File: config.mk
export PLATFORM = sky130hd
export DESIGN_NAME = rr_select_arb8_flat
export DESIGN_NICKNAME = d
export VERILOG_FILES = /design/src/rtl/rr_select_arb8_pkg.sv /design/src/rtl/rr_select_arb8_if.sv /design/src/rtl/rr_select_arb8_pick8.sv /design/src/rtl/rr_select_arb8.sv /design/src/flat_wrapper.sv
export SDC_FILE = /design/constraint.sdc
export NUM_CORES = 1
export LEC_CHECK = 0
export CAP_MARGIN = 20
export CORE_MARGIN = 5
export CORE_UTILIZATION = 55
export CTS_CLUSTER_SIZE = 12
export DETAILED_ROUTE_END_ITERATION = 16
export DONT_BUFFER_PORTS = 1
export PLACE_DENSITY = 0.7
export SKIP_LAST_GASP = 1
export SYNTH_ARGS = -nofsm -noshare
export SYNTH_HDL_FRONTEND = slang
export SYNTH_SLANG_ARGS = --single-unit
export TNS_END_PERCENT = 1
File: constraint.sdc
create_clock -name clk -period 3.8 [get_ports clk]
set_clock_uncertainty 0.05 [all_clocks]
set_input_delay 0.76 -clock clk [delete_from_list [all_inputs] [get_ports clk]]
set_output_delay 0.76 -clock clk [all_outputs]
set_load 0.005 [all_outputs]
File: src/rtl/rr_select_arb8_pkg.sv
`default_nettype none
// ============================================================================
// Module      : rr_select_arb8_pkg
// Description : Shared widths and state encodings for the 8-way round-robin
//               select arbiter and its helpers.
// Revision    : 1.0 - initial release
// ============================================================================
package rr_select_arb8_pkg;

  localparam int ARB_N     = 8;
  localparam int ARB_IDX_W = 3;
  localparam int ARB_CNT_W = 8;

  typedef enum logic {
    ST_IDLE  = 1'b0,
    ST_GRANT = 1'b1
  } arb_state_t;

endpackage
`default_nettype wire

File: src/rtl/rr_select_arb8_if.sv
`default_nettype none
// ============================================================================
// Module      : rr_select_arb8_if
// Description : Request/grant bundle between requesters (master) and the
//               round-robin arbiter (slave).
// Revision    : 1.0 - initial release
// ============================================================================
interface rr_select_arb8_if;

  logic [rr_select_arb8_pkg::ARB_N-1:0]     req;
  logic                                     done;
  logic [rr_select_arb8_pkg::ARB_IDX_W-1:0] grant_idx;
  logic                                     grant_en;
  logic                                     timeout;

  modport master (
    output req,
    output done,
    input  grant_idx,
    input  grant_en,
    input  timeout
  );

  modport slave (
    input  req,
    input  done,
    output grant_idx,
    output grant_en,
    output timeout
  );

endinterface
`default_nettype wire

File: src/rtl/rr_select_arb8_pick8.sv
`default_nettype none
// ============================================================================
// Module      : rr_pick8
// Description : Combinational rotating-priority pick over 8 requests. The
//               index ptr has highest priority, then ptr+1, ... mod 8.
// Revision    : 1.0 - initial release
// ============================================================================
module rr_pick8 (
  input  wire logic [7:0] req,
  input  wire logic [2:0] ptr,
  output logic            any,
  output logic [2:0]      idx
);

  // Scan from the lowest priority upward so the highest-priority hit is the
  // last one assigned.
  always_comb begin
    logic [2:0] w_cand;
    any    = 1'b0;
    idx    = ptr;
    w_cand = ptr;
    for (int i = 7; i >= 0; i--) begin
      w_cand = ptr + 3'(i);
      if (req[w_cand]) begin
        any = 1'b1;
        idx = w_cand;
      end
    end
  end

endmodule
`default_nettype wire

File: src/rtl/rr_select_arb8.sv
`default_nettype none
// ============================================================================
// Module      : rr_select_arb8
// Description : Round-robin arbiter over eight requesters with registered
//               3-bit select index, enable and hold-limit timeout pulse.
//               Grants are held until done, request withdrawal or HOLD_MAX.
// Revision    : 1.0 - initial release
// ============================================================================
module rr_select_arb8
  import rr_select_arb8_pkg::*;
#(
  parameter int HOLD_MAX = 15
) (
  input  wire logic         clk,
  input  wire logic         rst_n,
  rr_select_arb8_if.slave   bus
);

  // Counter value at which the grant has been held for HOLD_MAX cycles.
  localparam logic [ARB_CNT_W-1:0] C_CNT_LIM = ARB_CNT_W'(HOLD_MAX - 1);
  localparam logic                 C_LIM_ON  = (HOLD_MAX != 0);

  arb_state_t             r_state, w_state_nxt;
  logic [ARB_IDX_W-1:0]   r_ptr,   w_ptr_nxt;
  logic [ARB_CNT_W-1:0]   r_cnt,   w_cnt_nxt;
  logic [ARB_IDX_W-1:0]   r_idx,   w_idx_nxt;
  logic                   r_en,    w_en_nxt;
  logic                   r_to,    w_to_nxt;

  logic                   w_any;
  logic [ARB_IDX_W-1:0]   w_win;

  rr_pick8 u_pick (
    .req (bus.req),
    .ptr (r_ptr),
    .any (w_any),
    .idx (w_win)
  );

  // State and output registers; reset also clears the rotation pointer.
  always_ff @(posedge clk) begin
    if (!rst_n) begin
      r_state <= ST_IDLE;
      r_ptr   <= '0;
      r_cnt   <= '0;
      r_idx   <= '0;
      r_en    <= 1'b0;
      r_to    <= 1'b0;
    end else begin
      r_state <= w_state_nxt;
      r_ptr   <= w_ptr_nxt;
      r_cnt   <= w_cnt_nxt;
      r_idx   <= w_idx_nxt;
      r_en    <= w_en_nxt;
      r_to    <= w_to_nxt;
    end
  end

  // Next-state logic: grant on any request, release on done, withdrawal or
  // hold limit (timeout only when the limit is the sole cause).
  always_comb begin
    w_state_nxt = r_state;
    w_ptr_nxt   = r_ptr;
    w_cnt_nxt   = r_cnt;
    w_idx_nxt   = r_idx;
    w_en_nxt    = r_en;
    w_to_nxt    = 1'b0;
    case (r_state)
      ST_IDLE: begin
        if (w_any) begin
          w_state_nxt = ST_GRANT;
          w_idx_nxt   = w_win;
          w_en_nxt    = 1'b1;
          w_cnt_nxt   = '0;
        end
      end
      ST_GRANT: begin
        w_cnt_nxt = (r_cnt == '1) ? r_cnt : r_cnt + ARB_CNT_W'(1);
        if (bus.done || !bus.req[r_idx]) begin
          w_state_nxt = ST_IDLE;
          w_en_nxt    = 1'b0;
          w_ptr_nxt   = r_idx + ARB_IDX_W'(1);
        end else if (C_LIM_ON && (r_cnt == C_CNT_LIM)) begin
          w_state_nxt = ST_IDLE;
          w_en_nxt    = 1'b0;
          w_ptr_nxt   = r_idx + ARB_IDX_W'(1);
          w_to_nxt    = 1'b1;
        end
      end
      default: begin
        w_state_nxt = ST_IDLE;
        w_en_nxt    = 1'b0;
      end
    endcase
  end

  assign bus.grant_idx = r_idx;
  assign bus.grant_en  = r_en;
  assign bus.timeout   = r_to;

endmodule
`default_nettype wire

File: src/flat_wrapper.sv
// flat-port wrapper written by rule: the top's interface ports become plain ports
module rr_select_arb8_flat import rr_select_arb8_pkg::*;
#(
  parameter int HOLD_MAX = 15
)
  (clk, rst_n, bus_req, bus_done, bus_grant_idx, bus_grant_en, bus_timeout);
  rr_select_arb8_if bus_i ();
  input  wire logic clk;
  input  wire logic rst_n;
  input wire logic [$bits(bus_i.req)-1:0] bus_req;
  input wire logic [$bits(bus_i.done)-1:0] bus_done;
  output wire logic [$bits(bus_i.grant_idx)-1:0] bus_grant_idx;
  output wire logic [$bits(bus_i.grant_en)-1:0] bus_grant_en;
  output wire logic [$bits(bus_i.timeout)-1:0] bus_timeout;
  assign bus_i.req = bus_req;
  assign bus_i.done = bus_done;
  assign bus_grant_idx = bus_i.grant_idx;
  assign bus_grant_en = bus_i.grant_en;
  assign bus_timeout = bus_i.timeout;
  rr_select_arb8 #(.HOLD_MAX(HOLD_MAX)) u_core (.clk(clk), .rst_n(rst_n), .bus(bus_i));
endmodule
==> results of run 1 <==
## metrics by stage
stage | util, % | hold WS, ns | cell area, µm² | setup WS [ns] | power (mW)
floorplan | - | 0.413 | 1750 | 0.779 | 0.600
global placement | 57.9 | 0.418 | 1770 | 0.789 | 0.668
detailed placement | 57.9 | 0.436 | 1770 | 0.665 | 0.680
CTS | 58.8 | 0.458 | 1790 | 0.639 | 0.772
global route | 58.8 | 0.524 | 1790 | 0.451 | 0.833
finish | 58.8 | 0.448 | 1790 | 0.605 | 0.777
## sequential cells by signal, indices dropped and copies added (netlist names)
name and cells:
u_core.r_cnt 8, u_core.bus.grant_idx 3, u_core.r_ptr 3, u_core.bus.grant_en 1
u_core.bus.timeout 1, u_core.r_state 1
## report_power, final
part	internal, mW	switching [mW]
sequential	0.195	0.0268
clock	0.0406	0.0512
combinational	0.203	0.260
## cell families after synthesis
| family | synth area share (%) |
|---|---|
| AND/OR/NAND/NOR | 21.3 |
| XOR/XNOR | 6.94 |
| AO/OA/AOI/OAI | 19.6 |
| buffers and inverters | 5.22 |
| adder cells (fa/ha/maj) | 3.58 |
| flip-flops | 19.5 |
| multiplexers | 23.8 |
## final cells by class
type                       count  area share (%)
timing repair buffer           4            1.67
sequential                    17            19.0
clock buffer                   4            1.46
inverter                       7            1.46
tap                           44            3.07
multi-input combinational    164            73.4
## routing by layer
metal	vias up	part of all wire [%]	track usage, %
li1	744	-	-
met1	735	43	28.2
met2	63	49	35.8
met3	12	6.3	4.42
met4	0	1.9	6.85
met5	-	0	0
## worst max path at each step
stage | startpoint | to | slack, ns | depth (start not counted)
3_5_place_dp | u_core.r_ptr[1] | u_core.bus.grant_idx[1] | 0.67 | 9
2_1_floorplan | u_core.r_ptr[0] | u_core.bus.grant_idx[1] | 0.78 | 11
4_1_cts | u_core.r_ptr[1] | u_core.bus.grant_idx[1] | 0.64 | 9
3_3_place_gp | u_core.r_ptr[1] | u_core.bus.grant_idx[1] | 0.79 | 9
6_report | u_core.r_ptr[1] | u_core.bus.grant_idx[1] | 0.60 | 9
5_1_grt | u_core.r_ptr[1] | u_core.bus.grant_idx[1] | 0.45 | 9
## Yosys cell counts (all sizes together) (4+ instances only)
master	number	area (µm²)
nand2b	6	37.5
mux2	8	90.1
mux4	9	206
dfxtp	17	340
mux2i	12	120
xnor2	6	71.3
nor2	19	71.3
buf	6	53.8
a211oi	5	37.5
nand2	21	78.8
ha	5	62.6
a21oi	9	45.0
inv	7	26.3
o21ai	8	40.0
a221oi	4	41.3
nor3	8	45.0
xor2	4	50.1
nand3	7	35.0
## worst register-to-register path, stage by stage, from the launching register on
cell and delay, ns:
dfxtp_1 0.42, inv_2 0.13, ha_1 0.65, mux4_2 0.39, and2_4 0.18, a2111oi_4 0.32
a41oi_2 0.07, o41a_1 0.52, o311ai_2 0.16, o2111a_1 0.25
==> results.cfg, run 1 <==
[cells_and_area]
syn_to_final_growth_pct = 2.65
antenna_cells = 0
fill_cells = 278
seq_area_um2 = 340
nNetsFinal = 213
multi_input_area_mm2 = 0.00132
stdcell_count = 240
final_common_cell = nand2_1
final_cell_mix = nand2_1, nor2_1, dfxtp_1
drive_gt1_share_pct = 18.4

[critical_path]
slowest_stage = ha_1
critPathKind = reg2reg
critPathLaunchType = flop
slowest_delay_ns = 0.65
r2r_slack_ns = 0.60
cp.arrival_ns = 3.36
worstPathBufferInverterCount = 1
reg2reg_depth = 9
r2r_start = u_core.r_ptr[1]
crit_family = compound AO/OA/AOI/OAI gates
worstPathRequired_ns = 3.97
crit_fanout = 15
cp-end-kind = flop
reg2reg_to = u_core.bus.grant_idx[1]
worstPathCellList = inv_2, ha_1, mux4_2, and2_4, a2111oi_4, a41oi_2, o41a_1, o311ai_2, o2111a_1

[floorplan]
die_area_mm2 = 0.00441
io_pins = 16
die_height_um = 66.4
core_mm2 = 0.00305
row_count = 20
start_util_pct = 57.3
die_x_um = 66.4

[flow_run]
drv_cap = 0

[worst_hold_path]
hp-class = reg2reg
worstHoldStart = u_core.r_ptr[2]
hold_end = u_core.r_ptr[2]
holdPathStages = 2

[routing]
via_per_inst = 6.48
final_antenna_net_count = 0
dr.pass1.iters = 4
wire_per_inst_um = 18.5
drc = 0
vias = 1554
drt_iter0_drc = 122
wl_um = 4440

[timing]
finalSetupViolations = 0
hold_violations = 0
finalMaxSlewViolations = 0
grt_setup_unrepaired = no
fin_crit_ns = 3.20
tightest_slew_ns = 0.570
timing.setup.tns_ns = 0
max_freq_ghz = 0.313
relSlewSlack_pct = 61.6
post-route-period-util_pct = 84.1

[synth]
synth_ff_type = dfxtp_1
yosys_register_bits = 17
async_flop_share_pct = 0
yosysSeqAreaShare_pct = 19.5
yosysUniqueCellTypes = 52
yosys_warnings = 0
syn_area_per_cell_um2 = 8.87
syn_inst = 197
netlist_area_mm2 = 0.00175
syn_nets = 213
synth_edf_count = 0

[grt]
grt_max_degree = 21
overflow = 0
grt_pass1_wl_um = 7460
grt_pass1_vias = 1523
grt_usage_pct = 21.7
antenna_found_initial = 0

[clocking]
hold_buffers = 0
cts_buffer_depth = 2
htreeDepth = 1
post_cts_buffers = 0
cts_buffers = 3
post_cts_resized = 0
cts_sinks = 17
tritoncts = done
clk_latency_ns = 0.27
clk_pin_slew_ns = 0.09
cts_root_buffer = clkbuf_4

[placed_design]
dp.cells = 236
routabilityCongestion = 0.928
hpwl_um = 3440
io_buffers = 0

[status]
status = finished, final reports clean

[power]
ir_worst_vdd_uv = 381
power_density_mw_per_mm2 = 433
p_leak_nw = 0.603
Power figures use the tool's default switching activity.
==> run 2: changes to the inputs <==
- PLACE_DENSITY: 0.7 -> 0.73
- clock period: 3.8 -> 2.6 ns (I/O delays scaled with it)
==> run 2 against run 1 <==
Net effect:
- non-clock buffer count up 15
- sequential share of layout area down 1.6 points
- flip-flop and latch count unchanged
- routed wire length up 3.1%
- total power up 73%
- maximum frequency up 25%
- final cell count up 6.7%
- die area unchanged
- largest cell class unchanged
==> results.cfg, run 2 (same netlist as run 1, synthesis figures left out) <==
[cells_and_area]
largest_reg_flops = 8
utilization_pct = 65.9
final_common_cell = nand2_1
post-route-cell-area_mm2 = 0.00201
regMostFlops = u_core.r_cnt
nNetsFinal = 229
syn_to_final_growth_pct = 15.2
stdcell_count = 256
drive_gt1_share_pct = 30.7
antenna_cells = 0
final_cell_mix = nand2_1, nor2_1, buf_4

[critical_path]
critPathLaunchType = flop
slowest_delay_ns = 0.42
r2r_slack_ns = 0.04
crit_fanout = 8
reg2reg_to = u_core.bus.grant_idx[0]
critPathKind = reg2reg
slowest_stage = a221oi_4
cp-end-kind = flop
crit_family = compound AO/OA/AOI/OAI gates
worst_path_most_repeated_cell = buf_4
reg2reg_depth = 11
endpoint = u_core.bus.grant_idx[0]
worstPathRequired_ns = 2.76
cp.arrival_ns = 2.72
worstPathBufferInverterCount = 4
critical_path_depth = 11
r2r_start = u_core.r_ptr[0]
worstPathCellList = inv_2, ha_4, buf_4, a211oi_1, buf_4, a221oi_4, nand3_1, a311oi_2, buf_4, xnor2_1, a211oi_1
critPathLaunch = u_core.r_ptr[0]

[power]
p_int_uw = 770
p_seq_share_pct = 25.1
swShare_pct = 42.7
ir_worst_vdd_uv = 489
power_frac_comb_pct = 64.5
p_clk_share_pct = 10.4
p_leak_nw = 0.686
p_switching_uw = 573
power_density_mw_per_mm2 = 667

[clocking]
clk_latency_ns = 0.29
cts_buffers = 3
htreeDepth = 1
cts_buffer_depth = 2
cts_sinks = 17
tritoncts = done
clk_pin_slew_ns = 0.09
cts_root_buffer = clkbuf_4

[floorplan]
die_area_mm2 = 0.00441
die_x_um = 66.4
start_util_pct = 57.3
die_height_um = 66.4
row_count = 20
io_pins = 16
core_mm2 = 0.00305

[placed_design]
dp.cells = 248
hpwl_um = 3430
postPlaceCellArea_mm2 = 0.00187
routabilityCongestion = 0.980
post-place-ws_ns = -0.119
io_buffers = 0

[routing]
wire_per_inst_um = 17.9
drc = 0
wl_um = 4580
dr.pass1.iters = 4
drt_iter0_drc = 199
final_antenna_net_count = 0
vias = 1673
via_per_inst = 6.54

[status]
status = finished, final reports clean

[timing]
grt_setup_unrepaired = yes
finalMaxSlewViolations = 0
timing.setup.tns_ns = 0
relSlewSlack_pct = 62.7
finalSetupViolations = 0
fin_crit_ns = 2.56
layout_setup_ws_ns = 0.0420
hold_violations = 0
tightest_slew_ns = 0.553
post-route-period-util_pct = 98.4
max_freq_ghz = 0.391

[grt]
antenna_found_initial = 0
grt_usage_pct = 22.9
grt_pass1_vias = 1645
grt_pass1_wl_um = 7830
grt_max_degree = 18
overflow = 0

[flow_run]
drv_cap = 0

[worst_hold_path]
hp-class = in2reg
[run 2: metrics by stage]
stage          hold WS, ns  total power, mW
2_1_floorplan        0.413            0.902
3_3_place_gp         0.450             1.05
3_5_place_dp         0.454             1.08
4_1_cts              0.292             1.30
5_1_grt              0.292             1.44
6_report             0.297             1.34
[run 2: final cells by class]
class | instances | area [µm²]
inverter | 7 | 26.3
tap | 44 | 55.1
sequential | 17 | 349
fill | 249 | 1040
timing repair buffer | 19 | 159
clock buffer | 4 | 26.3
multi-input combinational | 165 | 1400
[run 2: timing repair]
| action | in CTS | in global routing |
|---|---|---|
| hold buffers | 0 | 0 |
| gates cloned | 1 | 0 |
| pin swaps | 5 | 8 |
| gates resized for setup | 10 | 7 |
| endpoints found under the setup margin | 6 | 7 |
| endpoints found under the hold margin | 0 | 0 |
| buffers inserted | 3 | 0 |
[run 2: power by group through the flow]
stage,clock (mW),combinational [mW],sequential [mW]
floorplan,0,0.583,0.320
global placement,0,0.719,0.334
detailed placement,0,0.747,0.337
CTS,0.143,0.821,0.336
global route,0.156,0.937,0.344
finish,0.140,0.865,0.337
[run 2: routing by layer]
metal	routed length, µm	share of wire [%]	global-route usage [%]	vias up
li1	-	-	-	785
met1	1940	42	30.3	790
met2	2190	48	37.5	84
met3	364	8.0	4.59	14
met4	86	1.9	6.60	0
met5	0	0	0	-
[run 2: how the worst min path moves through the flow]
stage                     cells past startpoint                   to                start
after global placement                        2   u_core.bus.timeout       u_core.r_state
after detailed placement                      2   u_core.bus.timeout       u_core.r_state
after floorplan                               2  u_core.bus.grant_en  u_core.bus.grant_en
after global routing                          2   u_core.bus.timeout                rst_n
final                                         1      u_core.r_cnt[0]                rst_n
after CTS                                     1      u_core.r_cnt[0]                rst_n
[run 2: worst reg2reg max path: cells and delay by family, from the launching register on]
family | cells | cell delay, ns
AO/OA/AOI/OAI | 4 | 0.97
XOR/XNOR | 1 | 0.05
adder cells (fa/ha/maj) | 1 | 0.33
buffers and inverters | 4 | 0.51
flip-flops | 1 | 0.39
AND/OR/NAND/NOR | 1 | 0.17
==> run 3: changes to the inputs <==
- SETUP_SLACK_MARGIN: default -> 0.02
==> run 3 against run 2 <==
Net effect:
- non-clock buffer count is the same
- worst setup slack lost 0.0082 ns
- critical endpoint unchanged
- die area is the same
- maximum frequency shrank 0.32%
==> results.cfg, run 3 (same netlist as run 1, synthesis figures left out) <==
[cells_and_area]
largest_reg_flops = 8
post-route-cell-area_mm2 = 0.00203
drive_gt1_share_pct = 31.6
regMostFlops = u_core.r_cnt
final_common_cell = nand2_1
fill_cells = 250
final_cell_mix = nand2_1, nor2_1, buf_4
utilization_pct = 66.4
syn_to_final_growth_pct = 15.9
antenna_cells = 0
nNetsFinal = 229

[timing]
hold_violations = 0
post-route-period-util_pct = 98.7
whs_ns = 0.296
relSlewSlack_pct = 64.2
finalMaxSlewViolations = 0
finalSetupViolations = 0
max_freq_ghz = 0.390
grt_setup_unrepaired = yes
fin_crit_ns = 2.57
tightest_slew_ns = 0.532

[floorplan]
row_count = 20
core_mm2 = 0.00305
die_height_um = 66.4
die_x_um = 66.4
io_pins = 16
start_util_pct = 57.3
die_area_mm2 = 0.00441

[clocking]
cts_buffers = 3
cts_buffer_depth = 2
cts_sinks = 17
hold_buffers = 0
tritoncts = done
cts_root_buffer = clkbuf_4
htreeDepth = 1
clk_latency_ns = 0.29
clk_pin_slew_ns = 0.09

[routing]
wire_per_inst_um = 17.9
drc = 0
dr.pass1.iters = 5
vias = 1712
wl_um = 4580
drt_iter0_drc = 207
final_antenna_net_count = 0
via_per_inst = 6.69

[power]
p_leak_nw = 0.690
power_density_mw_per_mm2 = 670
power.total_mw = 1.36
ir_worst_vdd_uv = 489

[critical_path]
critPathKind = reg2reg
cp.arrival_ns = 2.73
crit_fanout = 8
worstPathRequired_ns = 2.76
cp-end-kind = flop
critPathLaunchType = flop

[placed_design]
io_buffers = 0
postPlaceCellArea_mm2 = 0.00187
routabilityCongestion = 0.980
hpwl_um = 3430

[grt]
grt_max_degree = 18
overflow = 0
grt_pass1_vias = 1650
grt_usage_pct = 22.9
grt_pass1_wl_um = 7820
antenna_found_initial = 0

[worst_hold_path]
hp-class = in2reg

[flow_run]
drv_cap = 0

[status]
status = finished, final reports clean
==> run 3: final timing paths <==
check,slack [ns],to,cells past startpoint,from
max reg2reg,0.03,u_core.bus.grant_idx[0],11,u_core.r_ptr[0]
max,0.03,u_core.bus.grant_idx[0],11,u_core.r_ptr[0]
min reg2reg,0.47,u_core.bus.timeout,2,u_core.r_state
min,0.30,u_core.r_cnt[0],1,rst_n
==> run 3: area by class of cell <==
| type | instances | area [µm²] | share of cell area [%] |
|---|---|---|---|
| inverter | 7 | 26.3 | 1.30 |
| clock buffer | 4 | 26.3 | 1.30 |
| sequential | 17 | 349 | 17.2 |
| tap | 44 | 55.1 | 2.72 |
| multi-input combinational | 165 | 1410 | 69.4 |
| timing repair buffer | 19 | 163 | 8.03 |
==> run 3: power by group <==
group,internal (mW),switching (mW)
Combinational,0.430,0.449
Sequential,0.288,0.0496
Clock,0.0597,0.0807
==> run 3: repair_timing <==
action                                  4_1_cts  5_1_grt
buffers inserted                              3        0
endpoints found under the setup margin        7       10
cloned                                        1        0
gates resized for setup                      11        9
pin swaps                                     5        8
==> run 3: metal layers <==
metal	wire length, µm	vias to the layer above	track usage [%]
met1	1910	808	29.9
met4	104	0	6.60
met2	2140	98	37.9
met5	0	-	0
met3	424	16	4.59
li1	-	790	-
==> run 3: metrics by stage <==
| step | TNS (ns) | cells | setup WS [ns] |
|---|---|---|---|
| final | 0 | 256 | 0.0339 |
| after global routing | -0.184 | 256 | -0.0578 |
| after CTS | 0 | 256 | 0.0131 |
| after detailed placement | -0.277 | 248 | -0.119 |
| after global placement | 0 | 248 | 0.0219 |
| after floorplan | -0.108 | 197 | -0.0596 |
==> run 3: worst max-delay path, stage by stage (launching register included) <==
cell	delay (ns)
dfxtp_4	0.39
inv_2	0.06
ha_4	0.34
buf_4	0.13
a211oi_1	0.10
buf_4	0.16
a221oi_4	0.42
nand3_1	0.16
a311oi_2	0.25
buf_4	0.16
xnor2_1	0.05
a211oi_1	0.20
